[config.mk]
export PLATFORM = sky130hd
export DESIGN_NAME = gc_operand_fetch
export DESIGN_NICKNAME = d
export VERILOG_FILES = /design/src/rtl/gc_operand_fetch.sv
export SDC_FILE = /design/constraint.sdc
export NUM_CORES = 1
export LEC_CHECK = 0
export CORE_AREA = 2 2 234 236
export DETAILED_ROUTE_END_ITERATION = 6
export DIE_AREA = 0 0 236 238
export PLACE_DENSITY = 0.55
export REMOVE_ABC_BUFFERS = 1
export SYNTH_ARGS = -nofsm -noshare
export SYNTH_HDL_FRONTEND = slang
export SYNTH_SLANG_ARGS = --single-unit
[constraint.sdc]
create_clock -name clk -period 1.8 [get_ports clk]
set_input_delay 0.45 -clock clk [delete_from_list [all_inputs] [get_ports clk]]
set_output_delay 0.45 -clock clk [all_outputs]
set_load 0.01 [all_outputs]
[src/rtl/gc_operand_fetch.sv]
// Operand fetch stage: waits for both input wire labels to be written, reads them
// from the dual-port label RAM, and hands labels plus descriptor to the garbling core.
module gc_operand_fetch #(
    parameter int S        = 13,
    parameter int K        = 128,
    parameter int T        = 2,
    parameter int RD_LAT   = 1,
    parameter int WAIT_MAX = 1023
) (
    input  logic         clk,
    input  logic         rst_n,
    input  logic         clr,
    input  logic         gate_valid,
    output logic         gate_ready,
    input  logic [S-1:0] gate_addr_a,
    input  logic [S-1:0] gate_addr_b,
    input  logic         gate_unary,
    input  logic [S-1:0] gate_out_addr,
    input  logic [T-1:0] gate_type,
    output logic         rd_req_0,
    output logic         rd_req_1,
    output logic [S-1:0] rd_addr_0,
    output logic [S-1:0] rd_addr_1,
    input  logic         rd_data_ready_0,
    input  logic         rd_data_ready_1,
    input  logic         stall_rd,
    input  logic [K-1:0] rd_data_0,
    input  logic [K-1:0] rd_data_1,
    output logic         op_valid,
    input  logic         op_ready,
    output logic [K-1:0] op_label_a,
    output logic [K-1:0] op_label_b,
    output logic [S-1:0] op_out_addr,
    output logic [T-1:0] op_type,
    output logic         op_unary,
    output logic         dep_hang
);

    localparam int CW_RAW = $clog2(WAIT_MAX + 1);
    localparam int CW     = (CW_RAW > 10) ? CW_RAW : 10;
    localparam logic [CW-1:0] WAIT_LIMIT = CW'(WAIT_MAX);
    localparam logic [1:0]    LAT_LOAD   = 2'(RD_LAT - 1);

    typedef enum logic [2:0] {
        ST_IDLE,
        ST_CHECK,
        ST_READ,
        ST_WAIT,
        ST_OUT
    } state_t;

    state_t        state_q, state_d;
    logic [S-1:0]  addr_a_q, addr_a_d;
    logic [S-1:0]  addr_b_q, addr_b_d;
    logic [S-1:0]  out_addr_q, out_addr_d;
    logic [T-1:0]  type_q, type_d;
    logic          unary_q, unary_d;
    logic [K-1:0]  label_a_q, label_a_d;
    logic [K-1:0]  label_b_q, label_b_d;
    logic [CW-1:0] wait_cnt_q, wait_cnt_d;
    logic [1:0]    lat_cnt_q, lat_cnt_d;
    logic          dep_hang_q, dep_hang_d;
    logic          deps_ok;

    assign deps_ok = rd_data_ready_0 & (rd_data_ready_1 | unary_q);

    // NOTE: sequential state uses non-blocking (<=) so every register samples pre-edge values.
    always_ff @(posedge clk or negedge rst_n) begin
        if (!rst_n) begin
            state_q    <= ST_IDLE;
            addr_a_q   <= '0;
            addr_b_q   <= '0;
            out_addr_q <= '0;
            type_q     <= '0;
            unary_q    <= 1'b0;
            label_a_q  <= '0;
            label_b_q  <= '0;
            wait_cnt_q <= '0;
            lat_cnt_q  <= '0;
            dep_hang_q <= 1'b0;
        end else begin
            state_q    <= state_d;
            addr_a_q   <= addr_a_d;
            addr_b_q   <= addr_b_d;
            out_addr_q <= out_addr_d;
            type_q     <= type_d;
            unary_q    <= unary_d;
            label_a_q  <= label_a_d;
            label_b_q  <= label_b_d;
            wait_cnt_q <= wait_cnt_d;
            lat_cnt_q  <= lat_cnt_d;
            dep_hang_q <= dep_hang_d;
        end
    end

    // NOTE: every comb output gets a default first, so no path can infer a latch.
    always_comb begin
        state_d = state_q;
        if (clr) begin
            state_d = ST_IDLE;
        end else begin
            case (state_q)
                ST_IDLE:  if (gate_valid)        state_d = ST_CHECK;
                ST_CHECK: if (deps_ok)           state_d = ST_READ;
                ST_READ:  if (!stall_rd)         state_d = ST_WAIT;
                ST_WAIT:  if (lat_cnt_q == 2'd0) state_d = ST_OUT;
                ST_OUT:   if (op_ready)          state_d = ST_IDLE;
                default:                         state_d = ST_IDLE;
            endcase
        end
    end

    always_comb begin
        gate_ready = (state_q == ST_IDLE);
        rd_req_0   = (state_q == ST_READ);
        rd_req_1   = (state_q == ST_READ) & ~unary_q;
        op_valid   = (state_q == ST_OUT);
        rd_addr_0  = addr_a_q;
        rd_addr_1  = unary_q ? addr_a_q : addr_b_q;
    end

    always_comb begin
        addr_a_d   = addr_a_q;
        addr_b_d   = addr_b_q;
        out_addr_d = out_addr_q;
        type_d     = type_q;
        unary_d    = unary_q;
        label_a_d  = label_a_q;
        label_b_d  = label_b_q;
        wait_cnt_d = wait_cnt_q;
        lat_cnt_d  = lat_cnt_q;
        dep_hang_d = dep_hang_q;
        if (clr) begin
            addr_a_d   = '0;
            addr_b_d   = '0;
            out_addr_d = '0;
            type_d     = '0;
            unary_d    = 1'b0;
            label_a_d  = '0;
            label_b_d  = '0;
            wait_cnt_d = '0;
            lat_cnt_d  = '0;
            dep_hang_d = 1'b0;
        end else begin
            case (state_q)
                ST_IDLE: begin
                    if (gate_valid) begin
                        addr_a_d   = gate_addr_a;
                        addr_b_d   = gate_addr_b;
                        out_addr_d = gate_out_addr;
                        type_d     = gate_type;
                        unary_d    = gate_unary;
                    end
                end
                ST_CHECK: begin
                    if (deps_ok) begin
                        wait_cnt_d = '0;
                    end else begin
                        // Saturate rather than wrap so a long hang never looks fresh again.
                        if (wait_cnt_q != '1) wait_cnt_d = wait_cnt_q + 1'b1;
                        if (wait_cnt_d >= WAIT_LIMIT) dep_hang_d = 1'b1;
                    end
                end
                ST_READ: begin
                    if (!stall_rd) lat_cnt_d = LAT_LOAD;
                end
                ST_WAIT: begin
                    if (lat_cnt_q == 2'd0) begin
                        label_a_d = rd_data_0;
                        label_b_d = unary_q ? '0 : rd_data_1;
                    end else begin
                        lat_cnt_d = lat_cnt_q - 2'd1;
                    end
                end
                default: ;
            endcase
        end
    end

    assign op_label_a  = label_a_q;
    assign op_label_b  = label_b_q;
    assign op_out_addr = out_addr_q;
    assign op_type     = type_q;
    assign op_unary    = unary_q;
    assign dep_hang    = dep_hang_q;

endmodule

* Yosys cells after proc, flatten, opt, wreduce, memory -nomap -nowiden
Cells that the tools add are included.
Word-level totals: bits in registers 314
Cells by class: add/sub/neg operators 2, magnitude comparators 1, equality and inequality tests 12, muxes and demuxes 45, bitwise gates (word level) 4, reduce and logical (&&, ||, !) cells 14
Operators by type and width (count):
- $mux W128 | 7
- $mux W13 | 10
- $mux W10 | 7
- $mux W3 | 6
- $ne A3 B3 Y1 const B | 5
- $pmux W3 S5 | 1
- $mux W2 | 6
- $reduce_bool A2 Y1 | 6
- $add A10 B1 Y10 const B | 1
- $ge A10 B10 Y1 const B | 1
- $ne A10 B10 Y1 const B | 1
- $mux W1 | 7
- $eq A3 B2 Y1 const B | 2
- $reduce_and A3 Y1 | 2
- $reduce_and A5 Y1 | 1
- $pmux W2 S2 | 1
- $reduce_and A2 Y1 | 2
- $eq A3 B1 Y1 const B | 1
- $eq A3 B3 Y1 const B | 1
- $logic_not A3 Y1 | 1
- $ne A3 B2 Y1 const B | 1
- $reduce_bool A3 Y1 | 1
- $and A1 B1 Y1 | 2
- $logic_not A2 Y1 | 1
- other kinds (4) | 4

* Depth between registers and ports, before layout
depth in word-level cells 10, depth in mapped cells 9, gate-level depth less buffers 6

* Worst setup path after synthesis
Ideal clock, no wire load.
path type register to register, start register unary_q (netlist: op_unary), end register dep_hang_q (netlist: dep_hang), arrival time 1.761 ns, required time 1.696 ns, path slack -0.065 ns, stages on the path, launching flop included 8, period minus slack after synthesis 1.865 ns, path through dfrtp_1 -> buf_6 -> o21a_1 -> or4_1 -> buf_2 -> nor3_2 -> o2111ai_1 -> o41ai_2
On the way: word-level cells in the longest chain between the ends 4
RTL lines:
- start, declared | RTL line 57 | logic unary_q, unary_d;
- start signal, assigned | RTL line 87 | unary_q <= unary_d;
- $or A1 B1 Y1 | RTL line 65 | assign deps_ok = rd_data_ready_0 & (rd_data_ready_1 | unary_q);
- $and A1 B1 Y1 | RTL line 65
- $ne A2 B2 Y1 (no source line)
- $reduce_and A3 Y1 (no source line)
- end signal, assigned | RTL line 92 | dep_hang_q <= dep_hang_d;
- end, declared | RTL line 62 | logic dep_hang_q, dep_hang_d;
No other way between the ends. A chain may end at the register's enable or synchronous reset.

* Worst setup path in the final report
start register unary_q (netlist: op_unary), end output port rd_addr_1[5]
On the way: word-level cells in the longest chain between the ends 1
RTL lines:
- $mux W13 | RTL line 119 | rd_addr_1 = unary_q ? addr_a_q : addr_b_q;
- end, declared | RTL line 23 | output logic [S-1:0] rd_addr_1,
No other way between the ends.

==> flow_summary.toml <==
[clock_tree]
ctsRootBufferMaster = "sky130_fd_sc_hd__clkbuf_16"
cts_tree = "done"
cts.sinks = 314
ctsHtreeMaxLevel = 2
clkTransAtPathRegs_ns = 0.06
worst_skew_pair.late_latency_ns = 0.55
tritoncts.num_buffers = 37
cts_max_path_buffers = 3

[route]
wire_per_inst_um = 21.1
totalWireLength_um = 54400
dr_total_vias = 11700
drcViolationCount = 0
drt_first_pass_iters = 5
antenna_left = 0
post_drt_via_cell_ratio = 4.55
drt-initial-drc-count = 498

[die]
fp.dieW_um = 236
fp.dieH_um = 238
floorplan.core_area_um2 = 53500
design.die.area_um2 = 56200
placement_rows = 85
floorplan.io_pins = 609
initial_utilization_pct = 23.0

[layout]
num-nets-final = 2160
final_core_utilization_pct = 42.2
postLayoutCellArea_um2 = 22600
final_cell_count_no_fill = 2581
fraction_of_final_layout_cells_sized_beyond_drive_strength_1_pct = 21.7
area_growth_pct = 83.7
fillCellCount = 5152

[logic_synthesis]
synth_area_um2 = 12300
synthArstFlopShare_pct = 100
synth_largest_area_cell = "sky130_fd_sc_hd__dfrtp_1"
synth_top_flop_cell = "sky130_fd_sc_hd__dfrtp_1"
post_synth.cell_area_avg_um2 = 10.6
ys_top_cells_by_area = "sky130_fd_sc_hd__dfrtp_1 (64%), sky130_fd_sc_hd__nand2_1 (11%), sky130_fd_sc_hd__a22o_1 (9.3%), sky130_fd_sc_hd__a21oi_1 (7.6%), sky130_fd_sc_hd__clkbuf_1 (1.6%)"
ys.warnings.count = 0
ys_ff_latch = 314
synthesis.instances = 1165
synth_top_area_share_pct = 63.9
synth.lib_cells_used.distinct = 42
seq_area_frac_synth_pct = 63.9
synth_enable_flop_cells = 0

[sta]
final_hold_viol_count = 0
setup_repair_after_global_routing_missed_its_margin = "yes"
fmax_mhz = 481
clock_skew_ns = 0.0125
setup_slack_ns = -0.277
maxSlewViolCount = 0
final.period_utilization_pct = 115
hold_slack_ns = 0.248
final.min_clock_period_ns = 2.08
slew_headroom_pct = 49.5
worstMarginPinSlew_ns = 0.757
setup_viol = 195

[worst_hold_path]
worstHoldPathType = "in -> reg"

[placed_design]
dpl.cell_count = 2453
port_buffers = 608
placed_cell_area_um2 = 19800
globalplace.congestion = 0.838
detailedPlacementHpwl_um = 37000
dp_slack_ns = -0.470

[global_routing]
aggregate_global_routing_overflow = 0
first_pass_grt_wire_length_um = 75500
first_global_vias = 11900
largest_net_degree_at_the_start_of_global_routing = 114
antenna_violations_before_repair = 12
grt_use_total_pct = 17.5

[worst_setup_path]
critical_path_class = "reg -> out"
maximum_fanout_count_along_the_critical_path = 10
critPathLaunchType = "flop"
setup.worst_path.end_class = "output port"
required_ns = 1.35
timing.critical_path.arrival_ns = 1.63

[flow_run]
maxCapViolCount = 0

[run_status]
run_status = "finished, violations left"
violations_in_the_final_reports = "negative setup slack"

[power_and_ir_drop]
pwr_density_cell_nw_per_um2 = 764
vdd.ir_drop.worst_mv = 0.527
leakage_nw = 10.8
==> sequential cells by signal, summed over array words and instances, names as in the netlist <==
name         cells
op_out_addr     13
op_unary         1
dep_hang         1
rd_addr_0       13
wait_cnt_q      10
addr_b_q        13
op_label_b     128
op_label_a     128
lat_cnt_q        2
state_q          3
op_type          2
==> cell type report <==
type / instances / area [µm²] / area share [%]
flip-flops and latches: 314 / 7860 / 34.8
repair buffers: 744 / 7780 / 34.4
diodes: 7 / 17.5 / 0.0776
multi-input cells: 751 / 4880 / 21.6
clock buffers: 53 / 1070 / 4.72
inverters: 4 / 15.0 / 0.0665
clock inverters: 12 / 98.8 / 0.438
well taps: 696 / 871 / 3.86
==> power by group <==
group	internal (mW)	switching, mW
sequential	7.24	0.131
combinational	1.38	1.17
clock	4.27	3.06
==> cells by family after synthesis <==
logic type / Yosys count / share of synthesized area [%]
xor gates and xnor gates: 1 / 0.0712
AOI/OAI and AO/OA: 340 / 18.4
and+or+nand+nor: 394 / 12.6
buffers and inverters: 100 / 3.54
DFF: 314 / 63.9
muxes: 14 / 1.27
adders and majority gates: 2 / 0.203
==> worst max-delay path, stage by stage (launching register included) <==
cell	delay (ns)
sky130_fd_sc_hd__dfrtp_1	0.40
sky130_fd_sc_hd__buf_8	0.13
sky130_fd_sc_hd__buf_12	0.13
sky130_fd_sc_hd__mux2_4	0.30
sky130_fd_sc_hd__buf_6	0.12
==> through the flow <==
| stage | total power, mW | TNS [ns] |
|---|---|---|
| floorplan | 8.08 | -1577.50 |
| global placement | 9.83 | -3.76 |
| detailed placement | 9.85 | -4.36 |
| CTS | 17.3 | -4.38 |
| global route | 18.0 | -27.66 |
| finish | 17.3 | -12.49 |
==> synth_stat cells (4+ instances only) <==
library cell	instances
sky130_fd_sc_hd__nand2_1	354
sky130_fd_sc_hd__dfrtp_1	314
sky130_fd_sc_hd__nand3_1	5
sky130_fd_sc_hd__buf_2	36
sky130_fd_sc_hd__clkbuf_1	52
sky130_fd_sc_hd__o21ai_0	5
sky130_fd_sc_hd__and3_1	5
sky130_fd_sc_hd__a21oi_1	186
sky130_fd_sc_hd__buf_1	5
sky130_fd_sc_hd__nor2_1	10
sky130_fd_sc_hd__a22o_1	130
sky130_fd_sc_hd__mux2_2	13
sky130_fd_sc_hd__inv_1	4
sky130_fd_sc_hd__nand2b_1	4
==> worst paths after layout <==
path                                 from             end  slack (ns)  cells after the start
max in group asynchronous           rst_n  op_out_addr[6]        0.68                      3
hold / removal                        clr  op_label_a[14]        0.25                      3
min in group asynchronous           rst_n  op_label_a[45]        0.47                      2
hold reg to reg            op_label_b[99]  op_label_b[99]        0.49                      1
setup reg to reg               state_q[2]  op_label_b[25]       -0.11                      8
setup / recovery                 op_unary    rd_addr_1[5]       -0.28                      4
==> routing by layer <==
metal,vias up,GRT usage [%],routed length [µm],share of wire (%)
met5,-,0,33,0.061
met4,4,5.67,1380,2.5
met3,76,6.46,4330,8.0
met2,432,30.1,27600,51
met1,5828,20.3,21100,39
li1,5395,-,-,-
==> placed cells by master (no fill, tap or decap), types with 5 or more instances in the layout <==
master and count:
sky130_fd_sc_hd__a21oi_1 118, sky130_fd_sc_hd__a21oi_2 68, sky130_fd_sc_hd__a22o_1 130, sky130_fd_sc_hd__and3_1 5, sky130_fd_sc_hd__buf_12 26, sky130_fd_sc_hd__buf_16 10
sky130_fd_sc_hd__buf_4 56, sky130_fd_sc_hd__buf_6 28, sky130_fd_sc_hd__buf_8 11, sky130_fd_sc_hd__clkbuf_1 8, sky130_fd_sc_hd__clkbuf_16 58, sky130_fd_sc_hd__clkbuf_8 8
sky130_fd_sc_hd__clkdlybuf4s15_1 6, sky130_fd_sc_hd__clkdlybuf4s50_1 303, sky130_fd_sc_hd__clkinv_2 7, sky130_fd_sc_hd__dfrtp_1 312, sky130_fd_sc_hd__diode_2 7, sky130_fd_sc_hd__dlygate4sd2_1 276
sky130_fd_sc_hd__mux2_2 8, sky130_fd_sc_hd__mux2_4 5, sky130_fd_sc_hd__nand2_1 263, sky130_fd_sc_hd__nand2_2 36, sky130_fd_sc_hd__nand2_4 55, sky130_fd_sc_hd__nand3_1 5
sky130_fd_sc_hd__nor2_1 7
==> timing repair <==
| action | 4_1_cts | 5_1_grt |
|---|---|---|
| buffers inserted | 18 | 9 |
| gates cloned | 6 | 26 |
| pin swaps | 4 | 134 |
| setup endpoints to repair | 408 | 239 |
| endpoints found under the hold margin | 34 | 0 |
| hold buffers | 1 | 0 |
| resized for setup | 410 | 279 |
Power figures use the tool's default switching activity.
